## src/rtl/pkg_dtypes.sv

```systemverilog
// Shared exec-unit datatypes: xbuf address/data words plus the operand-fetch
// instruction record and FSM state encoding.
package pkg_dtypes;

  localparam int unsigned EXEC_UNIT_ADDR_W = 8;
  localparam int unsigned EXEC_UNIT_DATA_W = 16;

  typedef logic [EXEC_UNIT_ADDR_W-1:0] type_exec_unit_addr;
  typedef logic [EXEC_UNIT_DATA_W-1:0] type_exec_unit_data;

  typedef struct packed {
    type_exec_unit_addr opa_addr;
    type_exec_unit_addr opb_addr;
    logic               opa_is_imm;
    logic               opb_is_imm;
    type_exec_unit_data imm;
    type_exec_unit_addr dest_addr;
  } type_eu_opfetch_ins;

  typedef enum logic [1:0] {
    OPF_IDLE,
    OPF_FETCH_A,
    OPF_FETCH_B,
    OPF_ISSUE
  } type_eu_opfetch_state;

endpackage

```

## src/rtl/eu_opfetch_stall_ctr.sv

```systemverilog
// Saturating cycle counter with synchronous clear; counts unanswered xbuf request cycles.
module eu_opfetch_stall_ctr #(
  parameter int unsigned STALL_LIMIT = 64
) (
  input  logic                             clk,
  input  logic                             reset_n,
  input  logic                             clr,
  input  logic                             inc,
  output logic [$clog2(STALL_LIMIT+1)-1:0] count
);

  localparam int unsigned CNT_W = $clog2(STALL_LIMIT + 1);
  localparam logic [CNT_W-1:0] CNT_MAX = CNT_W'(STALL_LIMIT);

  always_ff @(posedge clk) begin
    if (!reset_n || clr) begin
      count <= '0;
    end else if (inc && (count != CNT_MAX)) begin
      count <= count + CNT_W'(1);
    end
  end

endmodule

```

## src/rtl/eu_operand_fetch.sv

```systemverilog
// Operand-fetch initiator: pulls up to two operands from the xbuf and hands them to the ALU.
// Define EU_OPFETCH_TIMEOUT_EN to build the request stall counter behind stall_err_o.
module eu_operand_fetch
  import pkg_dtypes::*;
#(
  parameter int unsigned STALL_LIMIT = 64
) (
  input  logic               clk,
  input  logic               reset_n,
  input  logic               flush_i,
  input  logic               ins_valid_i,
  output logic               ins_ready_o,
  input  type_eu_opfetch_ins ins_i,
  output type_exec_unit_addr req_addr_o,
  output logic               req_valid_o,
  input  type_exec_unit_data resp_data_i,
  input  logic               resp_success_i,
  output logic               alu_valid_o,
  input  logic               alu_ready_i,
  output type_exec_unit_data alu_opa_o,
  output type_exec_unit_data alu_opb_o,
  output type_exec_unit_addr alu_dest_o,
  output logic               stall_err_o
);

  if (STALL_LIMIT == 0) begin : g_bad_stall_limit
    $error("STALL_LIMIT must be at least 1");
  end

  type_eu_opfetch_state state;
  type_exec_unit_data   opa_q;
  type_exec_unit_data   opb_q;
  type_exec_unit_addr   opb_addr_q;
  logic                 opb_imm_q;
  type_exec_unit_addr   dest_q;
  logic                 req_valid_q;
  type_exec_unit_addr   req_addr_q;
  logic                 alu_valid_q;
  logic                 accept;

  // Flush wins over a new instruction, so ready is withheld rather than dropping an accepted one.
  assign ins_ready_o = reset_n && !flush_i &&
                       ((state == OPF_IDLE) || ((state == OPF_ISSUE) && alu_ready_i));
  assign accept      = ins_valid_i && ins_ready_o;

  always_ff @(posedge clk) begin
    if (!reset_n) begin
      state       <= OPF_IDLE;
      opa_q       <= '0;
      opb_q       <= '0;
      opb_addr_q  <= '0;
      opb_imm_q   <= 1'b0;
      dest_q      <= '0;
      req_valid_q <= 1'b0;
      req_addr_q  <= '0;
      alu_valid_q <= 1'b0;
    end else if (flush_i) begin
      state       <= OPF_IDLE;
      req_valid_q <= 1'b0;
      req_addr_q  <= '0;
      alu_valid_q <= 1'b0;
    end else begin
      case (state)
        OPF_IDLE, OPF_ISSUE: begin
          if (accept) begin
            opb_addr_q <= ins_i.opb_addr;
            opb_imm_q  <= ins_i.opb_is_imm;
            dest_q     <= ins_i.dest_addr;
            if (ins_i.opa_is_imm) opa_q <= ins_i.imm;
            if (ins_i.opb_is_imm) opb_q <= ins_i.imm;
            if (!ins_i.opa_is_imm) begin
              state       <= OPF_FETCH_A;
              req_valid_q <= 1'b1;
              req_addr_q  <= ins_i.opa_addr;
              alu_valid_q <= 1'b0;
            end else if (!ins_i.opb_is_imm) begin
              state       <= OPF_FETCH_B;
              req_valid_q <= 1'b1;
              req_addr_q  <= ins_i.opb_addr;
              alu_valid_q <= 1'b0;
            end else begin
              state       <= OPF_ISSUE;
              req_valid_q <= 1'b0;
              req_addr_q  <= '0;
              alu_valid_q <= 1'b1;
            end
          end else if ((state == OPF_ISSUE) && alu_ready_i) begin
            state       <= OPF_IDLE;
            alu_valid_q <= 1'b0;
          end
        end
        OPF_FETCH_A: begin
          if (resp_success_i) begin
            opa_q <= resp_data_i;
            if (opb_imm_q) begin
              state       <= OPF_ISSUE;
              req_valid_q <= 1'b0;
              req_addr_q  <= '0;
              alu_valid_q <= 1'b1;
            end else begin
              state      <= OPF_FETCH_B;
              req_addr_q <= opb_addr_q;
            end
          end
        end
        OPF_FETCH_B: begin
          if (resp_success_i) begin
            opb_q       <= resp_data_i;
            state       <= OPF_ISSUE;
            req_valid_q <= 1'b0;
            req_addr_q  <= '0;
            alu_valid_q <= 1'b1;
          end
        end
        default: begin
          state       <= OPF_IDLE;
          req_valid_q <= 1'b0;
          alu_valid_q <= 1'b0;
        end
      endcase
    end
  end

  assign req_valid_o = req_valid_q;
  assign req_addr_o  = req_addr_q;
  assign alu_valid_o = alu_valid_q;
  assign alu_opa_o   = opa_q;
  assign alu_opb_o   = opb_q;
  assign alu_dest_o  = dest_q;

`ifdef EU_OPFETCH_TIMEOUT_EN
  localparam int unsigned STALL_W = $clog2(STALL_LIMIT + 1);

  logic [STALL_W-1:0] stall_count;
  logic               fetching;
  logic               stall_inc;
  logic               stall_clr;
  logic               stall_err_q;

  // Any cycle that is not an unanswered fetch (hit, other state, flush) restarts the count.
  assign fetching  = (state == OPF_FETCH_A) || (state == OPF_FETCH_B);
  assign stall_inc = fetching && !resp_success_i;
  assign stall_clr = flush_i || !stall_inc;

  eu_opfetch_stall_ctr #(
    .STALL_LIMIT(STALL_LIMIT)
  ) u_stall_ctr (
    .clk    (clk),
    .reset_n(reset_n),
    .clr    (stall_clr),
    .inc    (stall_inc),
    .count  (stall_count)
  );

  always_ff @(posedge clk) begin
    if (!reset_n || flush_i) begin
      stall_err_q <= 1'b0;
    end else if (stall_inc && (stall_count >= STALL_W'(STALL_LIMIT - 1))) begin
      stall_err_q <= 1'b1;
    end
  end

  assign stall_err_o = stall_err_q;
`else
  assign stall_err_o = 1'b0;
`endif

endmodule

```

## config.mk

```make
export PLATFORM = sky130hd
export DESIGN_NAME = eu_operand_fetch
export DESIGN_NICKNAME = d
export VERILOG_FILES = /design/src/rtl/pkg_dtypes.sv /design/src/rtl/eu_opfetch_stall_ctr.sv /design/src/rtl/eu_operand_fetch.sv
export SDC_FILE = /design/constraint.sdc
export NUM_CORES = 1
export LEC_CHECK = 0
export ABC_AREA = 1
export BUFFER_PORTS_ARGS = -buffer_cell sky130_fd_sc_hd__buf_2
export CORE_MARGIN = 8
export CORE_UTILIZATION = 50
export CTS_CLUSTER_DIAMETER = 30
export CTS_CLUSTER_SIZE = 24
export DETAILED_ROUTE_END_ITERATION = 8
export GPL_ROUTABILITY_DRIVEN = 0
export GPL_TIMING_DRIVEN = 0
export PLACE_DENSITY_LB_ADDON = 0.1
export SLEW_MARGIN = 20
export SYNTH_ARGS = -nofsm -noshare
export SYNTH_HDL_FRONTEND = slang
export SYNTH_SLANG_ARGS = --single-unit
```

## constraint.sdc

```tcl
create_clock -name clk -period 3.4 [get_ports clk]
set_input_delay 0.17 -clock clk [delete_from_list [all_inputs] [get_ports clk]]
set_output_delay 0.17 -clock clk [all_outputs]
set_load 0.02 [all_outputs]
```

==> flow_summary.ini, run 1 <==
[run_status]
status = finished, final reports clean

[synthesis]
netlist.area_leader.share_pct = 40.4
synth_edf_count = 0
synth_most_common_cell = nand2_1
netlist_instances = 439
syn-num-nets = 507
yosysWarnings = 0
synth_seq_cells = 61
synth_commonest_cells = nand2_1, dfxtp_1, o21ai_0
ys_seq_area_share_pct = 40.4
synth.area.top_cells = dfxtp_1, nand2_1, o21ai_0
synth_cell_types = 27
synthFlopType = dfxtp_1
syn_avg_cell_area_um2 = 6.88
yosysTopAreaCell = dfxtp_1
synthArstFlopShare_pct = 0
syn_area_mm2 = 0.00302

[setup_path]
start_kind = flop
crit_required_ns = 3.60
crit_chain = inv_1 -> ha_1 -> buf_2 -> o21ai_1 -> nand3_2 -> buf_2 -> nand2_1 -> a21oi_1
rr_endpoint = alu_opb_o[14]
critPathMaxFanout = 10
r2r_slack_ns = 1.07
path_buf_inv = 3
critical_path.most_common_cell = buf_2
endpoint_kind = flop
crit_start = state[0]
critical_path_arrival_ns = 2.53
crit_family = compound AO/OA/AOI/OAI gates
cp_slowest_cell = o21ai_1
reg2reg_from = state[0]
worstSetupEndpoint = alu_opb_o[14]
path_depth = 8
r2r_cells = 8
path_class = flop to flop
critPathMaxStageDelay_ns = 0.58

[sta]
min_period_over_period_pct = 68.5
setup_viol = 0
hold_viol = 0
fmax_mhz = 429
worst_pin_slew_ns = 0.696
fin_worst_skew_ns = 0.00924
hold_ws_ns = 0.0457
slew_headroom_pct = 53.3
rsz0062_at_grt = no
period_needed_ns = 2.33
drv_slew = 0
tns_ns = 0

[clock_tree]
cts_buffer_depth = 2
clk_pin_slew_worst_paths_ns = 0.07
tritoncts = done
clk_latency_ns = 0.34
cts_hold_buf = 0
cts-htree-levels = 3
numClockSinks = 61
post_cts_resized = 0
root_buffer = clkbuf_8
post_cts_buffers = 0
cts_buffers = 9

[job]
cap_violations = 0

[power_and_ir_drop]
peakVddDrop_mv = 0.261
power_frac_comb_pct = 15.1
power_density_mw_per_mm2 = 410
power.switching_uw = 464
intPower_mw = 1.12
swShare_pct = 29.2
clockPowerShare_pct = 37.9
seq_power_share_pct = 47.0
power_leakage_nw = 1.79

[place]
dpl.hpwl_um = 6900
port_buffers = 114

[floorplan]
io_pins = 116
initial_core_util_pct = 51.3
die_h_um = 93.7
die_area_mm2 = 0.00878
core_area_mm2 = 0.00589
rows = 28
dieWidth_um = 93.7

[drt]
antenna_left = 0
wire_per_inst_um = 13.9
drt_wl_total_um = 8930
via_count = 3345
dr.pass1.iters = 5
drt-vias-per-instance = 5.19
drt_iter0_markers = 168
drc = 0

[global_route]
grt_pass1_vias = 3271
track_usage_pct = 20.7
grt_max_degree = 12
grt_first_pass_wirelength_um = 14600
grt_overflow = 0
grt_antenna_before_repair = 0

[layout]
area_growth_pct = 28.2
multiInputGateArea_mm2 = 0.00151
diodes = 0
drive_gt1_share_pct = 27.6
num-fill-cells = 556
fin_nets = 632
regArea_mm2 = 0.00122

[hold_path]
min_path_type = input port to flop
[layer usage]
layer  global-route usage (%)  share of wire, %
met3                     6.63               9.1
met4                     8.85               1.7
met1                     23.5                42
met2                     34.8                47
met5                        0                 0
[power by group through the flow]
stage | Combinational (mW) | Sequential, mW | Clock [mW]
global placement | 0.236 | 0.763 | 0
detailed placement | 0.239 | 0.763 | 0
floorplan | 0.124 | 0.782 | 0
global route | 0.269 | 0.750 | 0.646
finish | 0.240 | 0.747 | 0.601
CTS | 0.239 | 0.747 | 0.617
[state kept, by name, summed over array words and instances (netlist names)]
| register | cells |
|---|---|
| alu_opa_o | 16 |
| alu_opb_o | 16 |
| alu_dest_o | 8 |
| opb_addr_q | 8 |
| req_addr_o | 8 |
| state | 2 |
| alu_valid_o | 1 |
| opb_imm_q | 1 |
| req_valid_o | 1 |
[cell families after synthesis]
group | after synthesis | synth area share (%)
AOI/OAI and AO/OA | 104 | 17.9
adders and majority gates | 4 | 1.66
buffers and inverters | 67 | 9.45
DFF | 61 | 40.4
other | 1 | 0.124
and+or+nand+nor | 202 | 30.5
[layout by cell type (no fill, tap or decap), types with 2 or more instances in the layout]
cell / netlist / layout
buf_2: 9 / 123
nand2_1: 111 / 111
dfxtp_1: 61 / 61
o21ai_0: 52 / 52
a21oi_1: 45 / 45
nor2_1: 40 / 40
inv_1: 36 / 36
nand4_1: 32 / 32
clkbuf_1: 13 / 13
clkbuf_8: 0 / 11
nand3_1: 10 / 10
o211ai_1: 5 / 5
buf_4: 4 / 4
ha_1: 4 / 4
clkinvlp_4: 0 / 4
inv_2: 3 / 3
nand3_2: 2 / 2
[how the worst min path moves through the flow]
stage	from	end	slack, ns	cells after the start
6_report	ins_i[3]	alu_dest_o[3]	0.05	3
5_1_grt	ins_i[4]	alu_dest_o[4]	0.04	3
4_1_cts	ins_i[3]	alu_dest_o[3]	0.03	3
3_5_place_dp	ins_i[3]	alu_dest_o[3]	0.40	3
3_3_place_gp	ins_i[1]	alu_dest_o[1]	0.39	3
2_1_floorplan	ins_i[0]	alu_dest_o[0]	0.30	2
[worst min-delay path: stages]
cell and delay, ns:
buf_2 0.07, nor2_1 0.03, nor2_1 0.08
[per-stage QoR]
stage / power [mW] / instances / utilization [%] / instance area, µm² / setup slack [ns]
after floorplan: 0.907 / 439 / - / 3020 / 1.55
after global placement: 0.999 / 628 / 62.6 / 3680 / 1.12
after detailed placement: 1.00 / 628 / 62.6 / 3680 / 1.08
after CTS: 1.60 / 644 / 65.8 / 3870 / 1.06
after global routing: 1.66 / 644 / 65.8 / 3870 / 0.915
final: 1.59 / 644 / 65.8 / 3870 / 1.07
[layout make-up]
| type | count | area share [%] |
|---|---|---|
| well taps | 75 | 2.42 |
| repair buffers | 114 | 14.7 |
| flip-flops and latches | 61 | 31.6 |
| multi-input cells | 311 | 39.1 |
| plain buffers | 27 | 3.49 |
| clock inverters | 5 | 0.905 |
| inverters | 40 | 3.88 |
| clock buffers | 11 | 3.91 |
No activity file was read; power rests on OpenSTA's default activity.
==> run 2: changes to the inputs <==
- CORE_UTILIZATION: 50 -> 44
- clock period: 3.4 -> 1.9 ns (I/O delays scaled with it)
==> run 2 against run 1 <==
Flip-flop and latch count unchanged; non-clock buffer count increased by 19; routed wire length increased by 8.2%; first-iteration DRC count decreased by 13%; utilization decreased by 3.6 points; combinational power increased by 100%; setup slack got worse by 1.0 ns; critical path type unchanged.
==> flow_summary.ini, run 2 (synthesis gave the netlist of run 1 again) <==
[drt]
antenna_left = 0
drt_iter0_markers = 146
via_count = 3448
drt-vias-per-instance = 5.16
dr.pass1.iters = 4
wire_per_inst_um = 14.5
drc = 0
drt_wl_total_um = 9660

[floorplan]
die_area_mm2 = 0.00977
die_h_um = 98.8
io_pins = 116
rows = 30
core_area_mm2 = 0.00672
dieWidth_um = 98.8
initial_core_util_pct = 44.9

[sta]
hold_viol = 0
tns_ns = 0
setup_viol = 0
min_period_over_period_pct = 96.9
period_needed_ns = 1.84
drv_slew = 0
fmax_mhz = 543
fin_worst_skew_ns = 0.00599
rsz0062_at_grt = yes

[power_and_ir_drop]
power_density_mw_per_mm2 = 744
power_mw = 3.11
power_leakage_nw = 1.93
peakVddDrop_mv = 0.477

[setup_path]
crit_family = buffers and inverters
crit_required_ns = 2.18
critPathMaxStageDelay_ns = 0.37
start_kind = flop
endpoint_kind = flop
critPathMaxFanout = 6
cp_slowest_cell = dfxtp_4
path_buf_inv = 5
critical_path_arrival_ns = 2.12
critical_path.most_common_cell = nor2_1
crit_chain = inv_1 -> ha_1 -> buf_6 -> clkinvlp_4 -> buf_4 -> nand2_2 -> buf_4 -> nand2_1 -> nor2_1 -> nor2_1 -> nor2_1
path_class = flop to flop

[clock_tree]
numClockSinks = 61
root_buffer = clkbuf_8
clk_pin_slew_worst_paths_ns = 0.07
clk_latency_ns = 0.34
tritoncts = done
cts_buffer_depth = 2
cts-htree-levels = 3
cts_buffers = 9

[run_status]
status = finished, final reports clean

[global_route]
track_usage_pct = 19.4
grt_max_degree = 11
grt_first_pass_wirelength_um = 15400
grt_antenna_before_repair = 0
grt_pass1_vias = 3345
grt_overflow = 0

[layout]
num-fill-cells = 653
fin_util_pct = 62.1
final_cell_mix = buf_2, nand2_1, dfxtp_1
final_common_cell = buf_2
fin_nets = 652
area_growth_pct = 38.2
drive_gt1_share_pct = 30.1
diodes = 0

[hold_path]
min_path_type = input port to flop

[place]
port_buffers = 114
dpl.hpwl_um = 7120

[job]
cap_violations = 0
==> run 2: cell types whose count changed in the layout (fill, tap and decap cells not counted), moves of 2 or more <==
cell           previous run  this run
buf_4                     4        15
buf_6                     1         3
bufinv_16                 0         2
dfxtp_1                  61        59
nor2_4                    1         4
nand3_4                   1         3
clkinvlp_4                4         2
buf_2                   123       119
nor2_1                   40        37
dlygate4sd3_1             0        10
==> run 2: power breakdown <==
part	internal [mW]	switching, mW
Combinational	0.189	0.298
Sequential	1.32	0.0192
Clock	0.766	0.518
Total	2.27	0.835
==> run 2: layout make-up <==
class                      count  area (µm²)  area share [%]
buffer                        26         150            3.60
clock buffer                  11         141            3.39
clock inverter                 4        72.6            1.74
inverter                      40         155            3.72
multi-input combinational    312        1580            37.9
sequential                    61        1230            29.4
tap                           80         100            2.40
timing repair buffer         134         746            17.9
==> run 2: layer usage <==
| metal | share of wire, % | GRT usage (%) | up-vias |
|---|---|---|---|
| li1 | - | - | 1740 |
| met1 | 43 | 22.3 | 1548 |
| met2 | 47 | 32.2 | 142 |
| met3 | 8.5 | 6.13 | 18 |
| met4 | 2.0 | 8.50 | 0 |
| met5 | 0 | 0 | - |
==> run 2: worst min-delay path, cell delays in order <==
cell and delay [ns]:
buf_2 0.07, inv_1 0.04, a21oi_1 0.10
==> run 2: final timing paths <==
kind           startpoint            end  slack (ns)  cells past startpoint
min             ins_i[32]  opb_addr_q[6]       0.007                      3
max              state[0]    alu_valid_o        0.06                     11
max reg2reg      state[0]    alu_valid_o        0.06                     11
min reg2reg  alu_opb_o[7]   alu_opb_o[7]        0.46                      2
==> run 2: what timing repair did <==
item,CTS,global route
setup endpoints to repair,42,41
pin swaps,2,2
hold buffers,10,0
hold endpoints to repair,10,0
cloned,0,1
buffers inserted,3,7
resized for setup,13,14
==> run 2: metrics by stage <==
stage	hold WS, ns	setup WS, ns	instances	cell area, µm²
2_1_floorplan	0.230	0.0471	439	3020
3_3_place_gp	0.317	-0.407	633	3690
3_5_place_dp	0.330	-0.426	633	3690
4_1_cts	0.00355	-0.0294	661	4080
5_1_grt	0.0256	-0.0775	668	4170
6_report	0.00652	0.0596	668	4170
==> run 3: changes to the inputs <==
- CORE_MARGIN: 8 -> 1
==> run 3 against run 2 <==
The run now ends with DRC left; first-iteration DRC count increased by 43%; worst hold slack better by 0.0044 ns; register-to-register slack is essentially flat; clock skew rose by 0.0053 ns.
==> flow_summary.ini, run 3 (synthesis gave the netlist of run 1 again) <==
[run_status]
status = complete, but fails checks
violations = DRC

[setup_path]
cp_slowest_cell = dfxtp_4
path_buf_inv = 5
critPathMaxStageDelay_ns = 0.37
r2r_cells = 10
critical_path.most_common_cell = buf_12
path_class = flop to flop
crit_start = state[0]
r2r_slack_ns = 0.06
crit_chain = inv_1 -> ha_1 -> buf_6 -> buf_12 -> o21ai_4 -> buf_12 -> nand3_4 -> buf_4 -> nand2_1 -> a21oi_1
crit_family = buffers and inverters
critPathMaxFanout = 6
reg2reg_from = state[0]
rr_endpoint = alu_opb_o[15]
crit_required_ns = 2.11
endpoint_kind = flop
worstSetupEndpoint = alu_opb_o[15]
path_depth = 10
start_kind = flop
critical_path_arrival_ns = 2.05

[clock_tree]
cts_buffer_depth = 2
root_buffer = clkbuf_8
clk_latency_ns = 0.35
cts-htree-levels = 3
clk_pin_slew_worst_paths_ns = 0.07
cts_buffers = 9
tritoncts = done
numClockSinks = 61

[sta]
period_needed_ns = 1.84
drv_slew = 0
fmax_mhz = 542
rsz0062_at_grt = yes
min_period_over_period_pct = 97.1
fin_worst_skew_ns = 0.0113
setup_viol = 0
hold_viol = 0
worst_slack_ns = 0.0553

[power_and_ir_drop]
power_mw = 3.08
intPower_mw = 2.24
swShare_pct = 27.3
clockPowerShare_pct = 40.0
power_leakage_nw = 1.97
power_frac_comb_pct = 16.6
peakVddDrop_mv = 0.502
power.switching_uw = 842
power_density_mw_per_mm2 = 722
seq_power_share_pct = 43.4

[drt]
dr.pass1.iters = 7
drt_wl_total_um = 9140
drt-vias-per-instance = 5.17
drc = 9
drt_iter0_markers = 209
antenna_left = 0
wire_per_inst_um = 13.6
via_count = 3462

[layout]
final_common_cell = buf_2
drive_gt1_share_pct = 30.4
layoutNonFillerInstCount = 670
diodes = 0
final_cell_mix = buf_2, nand2_1, dfxtp_1
area_growth_pct = 41.3
fin_nets = 656
design_area_mm2 = 0.00427

[hold_path]
min_path_type = input port to flop

[job]
cap_violations = 0

[place]
dpl.hpwl_um = 6360
place_area_mm2 = 0.00369
post-place-cells = 630
pre_cts_slack_ns = -0.483
port_buffers = 114

[floorplan]
die_area_mm2 = 0.00720
die_h_um = 84.8
dieWidth_um = 84.8
io_pins = 116
core_area_mm2 = 0.00649
rows = 29
initial_core_util_pct = 46.5

[global_route]
grt_max_degree = 11
grt_first_pass_wirelength_um = 14600
grt_antenna_before_repair = 0
grt_overflow = 0
track_usage_pct = 26.1
grt_pass1_vias = 3213
run 3: changes by cell type in the layout (fill, tap and decap cells not counted), moves of 2 or more:
cell,previous run,this run
dlygate4sd3_1,10,14
buf_12,0,3
buf_2,119,117
buf_4,15,13
buf_6,3,5
clkbuf_8,10,12
nand2_2,2,0
run 3: power groups by stage:
stage          Sequential, mW  Clock (mW)  Combinational [mW]
2_1_floorplan            1.40           0               0.223
4_1_cts                  1.34        1.24               0.473
5_1_grt                  1.34        1.32               0.559
3_5_place_dp             1.37           0               0.426
3_3_place_gp             1.36           0               0.422
6_report                 1.34        1.23               0.511
run 3: worst reg2reg max path, cell delays in order (launching register included):
cell     delay [ns]
dfxtp_4        0.37
inv_1          0.07
ha_1           0.29
buf_6          0.15
buf_12         0.13
o21ai_4        0.19
buf_12         0.14
nand3_4        0.08
buf_4          0.17
nand2_1        0.06
a21oi_1        0.06
run 3: metal layers:
metal	part of all wire (%)	vias up	GRT usage, %
li1	-	1749	-
met3	7.0	22	7.49
met2	50	139	44.4
met4	2.6	0	11.4
met1	41	1552	30.8
met5	0	-	0
run 3: layout make-up:
cell class / count / area [µm²]
fill: 584 / 2230
inverter: 40 / 155
clock buffer: 13 / 169
multi-input combinational: 311 / 1580
buffer: 26 / 164
clock inverter: 3 / 42.5
tap: 77 / 96.3
sequential: 61 / 1230
timing repair buffer: 139 / 831
run 3: worst min path at each step:
stage	start	to	slack, ns	depth (start not counted)
after floorplan	ins_i[0]	alu_dest_o[0]	0.23	2
after detailed placement	ins_i[3]	alu_dest_o[3]	0.32	3
after CTS	ins_i[32]	opb_addr_q[6]	0.0006	3
after global routing	ins_i[32]	opb_addr_q[6]	0.03	3
final	ins_i[32]	opb_addr_q[6]	0.01	3
after global placement	ins_i[5]	alu_dest_o[5]	0.32	3
run 3: what timing repair did:
| item | in CTS | in global routing |
|---|---|---|
| resized for setup | 17 | 21 |
| gates cloned | 0 | 0 |
| endpoints found under the hold margin | 14 | 0 |
| setup endpoints to repair | 43 | 41 |
| hold buffers | 14 | 0 |
| setup buffers | 6 | 5 |
| pin swaps | 4 | 2 |
run 3: metrics by stage:
stage          TNS, ns  util (%)  hold WS (ns)
2_1_floorplan        0         -         0.230
3_3_place_gp     -8.26      56.8         0.317
3_5_place_dp    -11.76      56.8         0.325
4_1_cts              0      63.9      0.000563
5_1_grt         -0.248      65.7        0.0264
6_report             0      65.7        0.0109
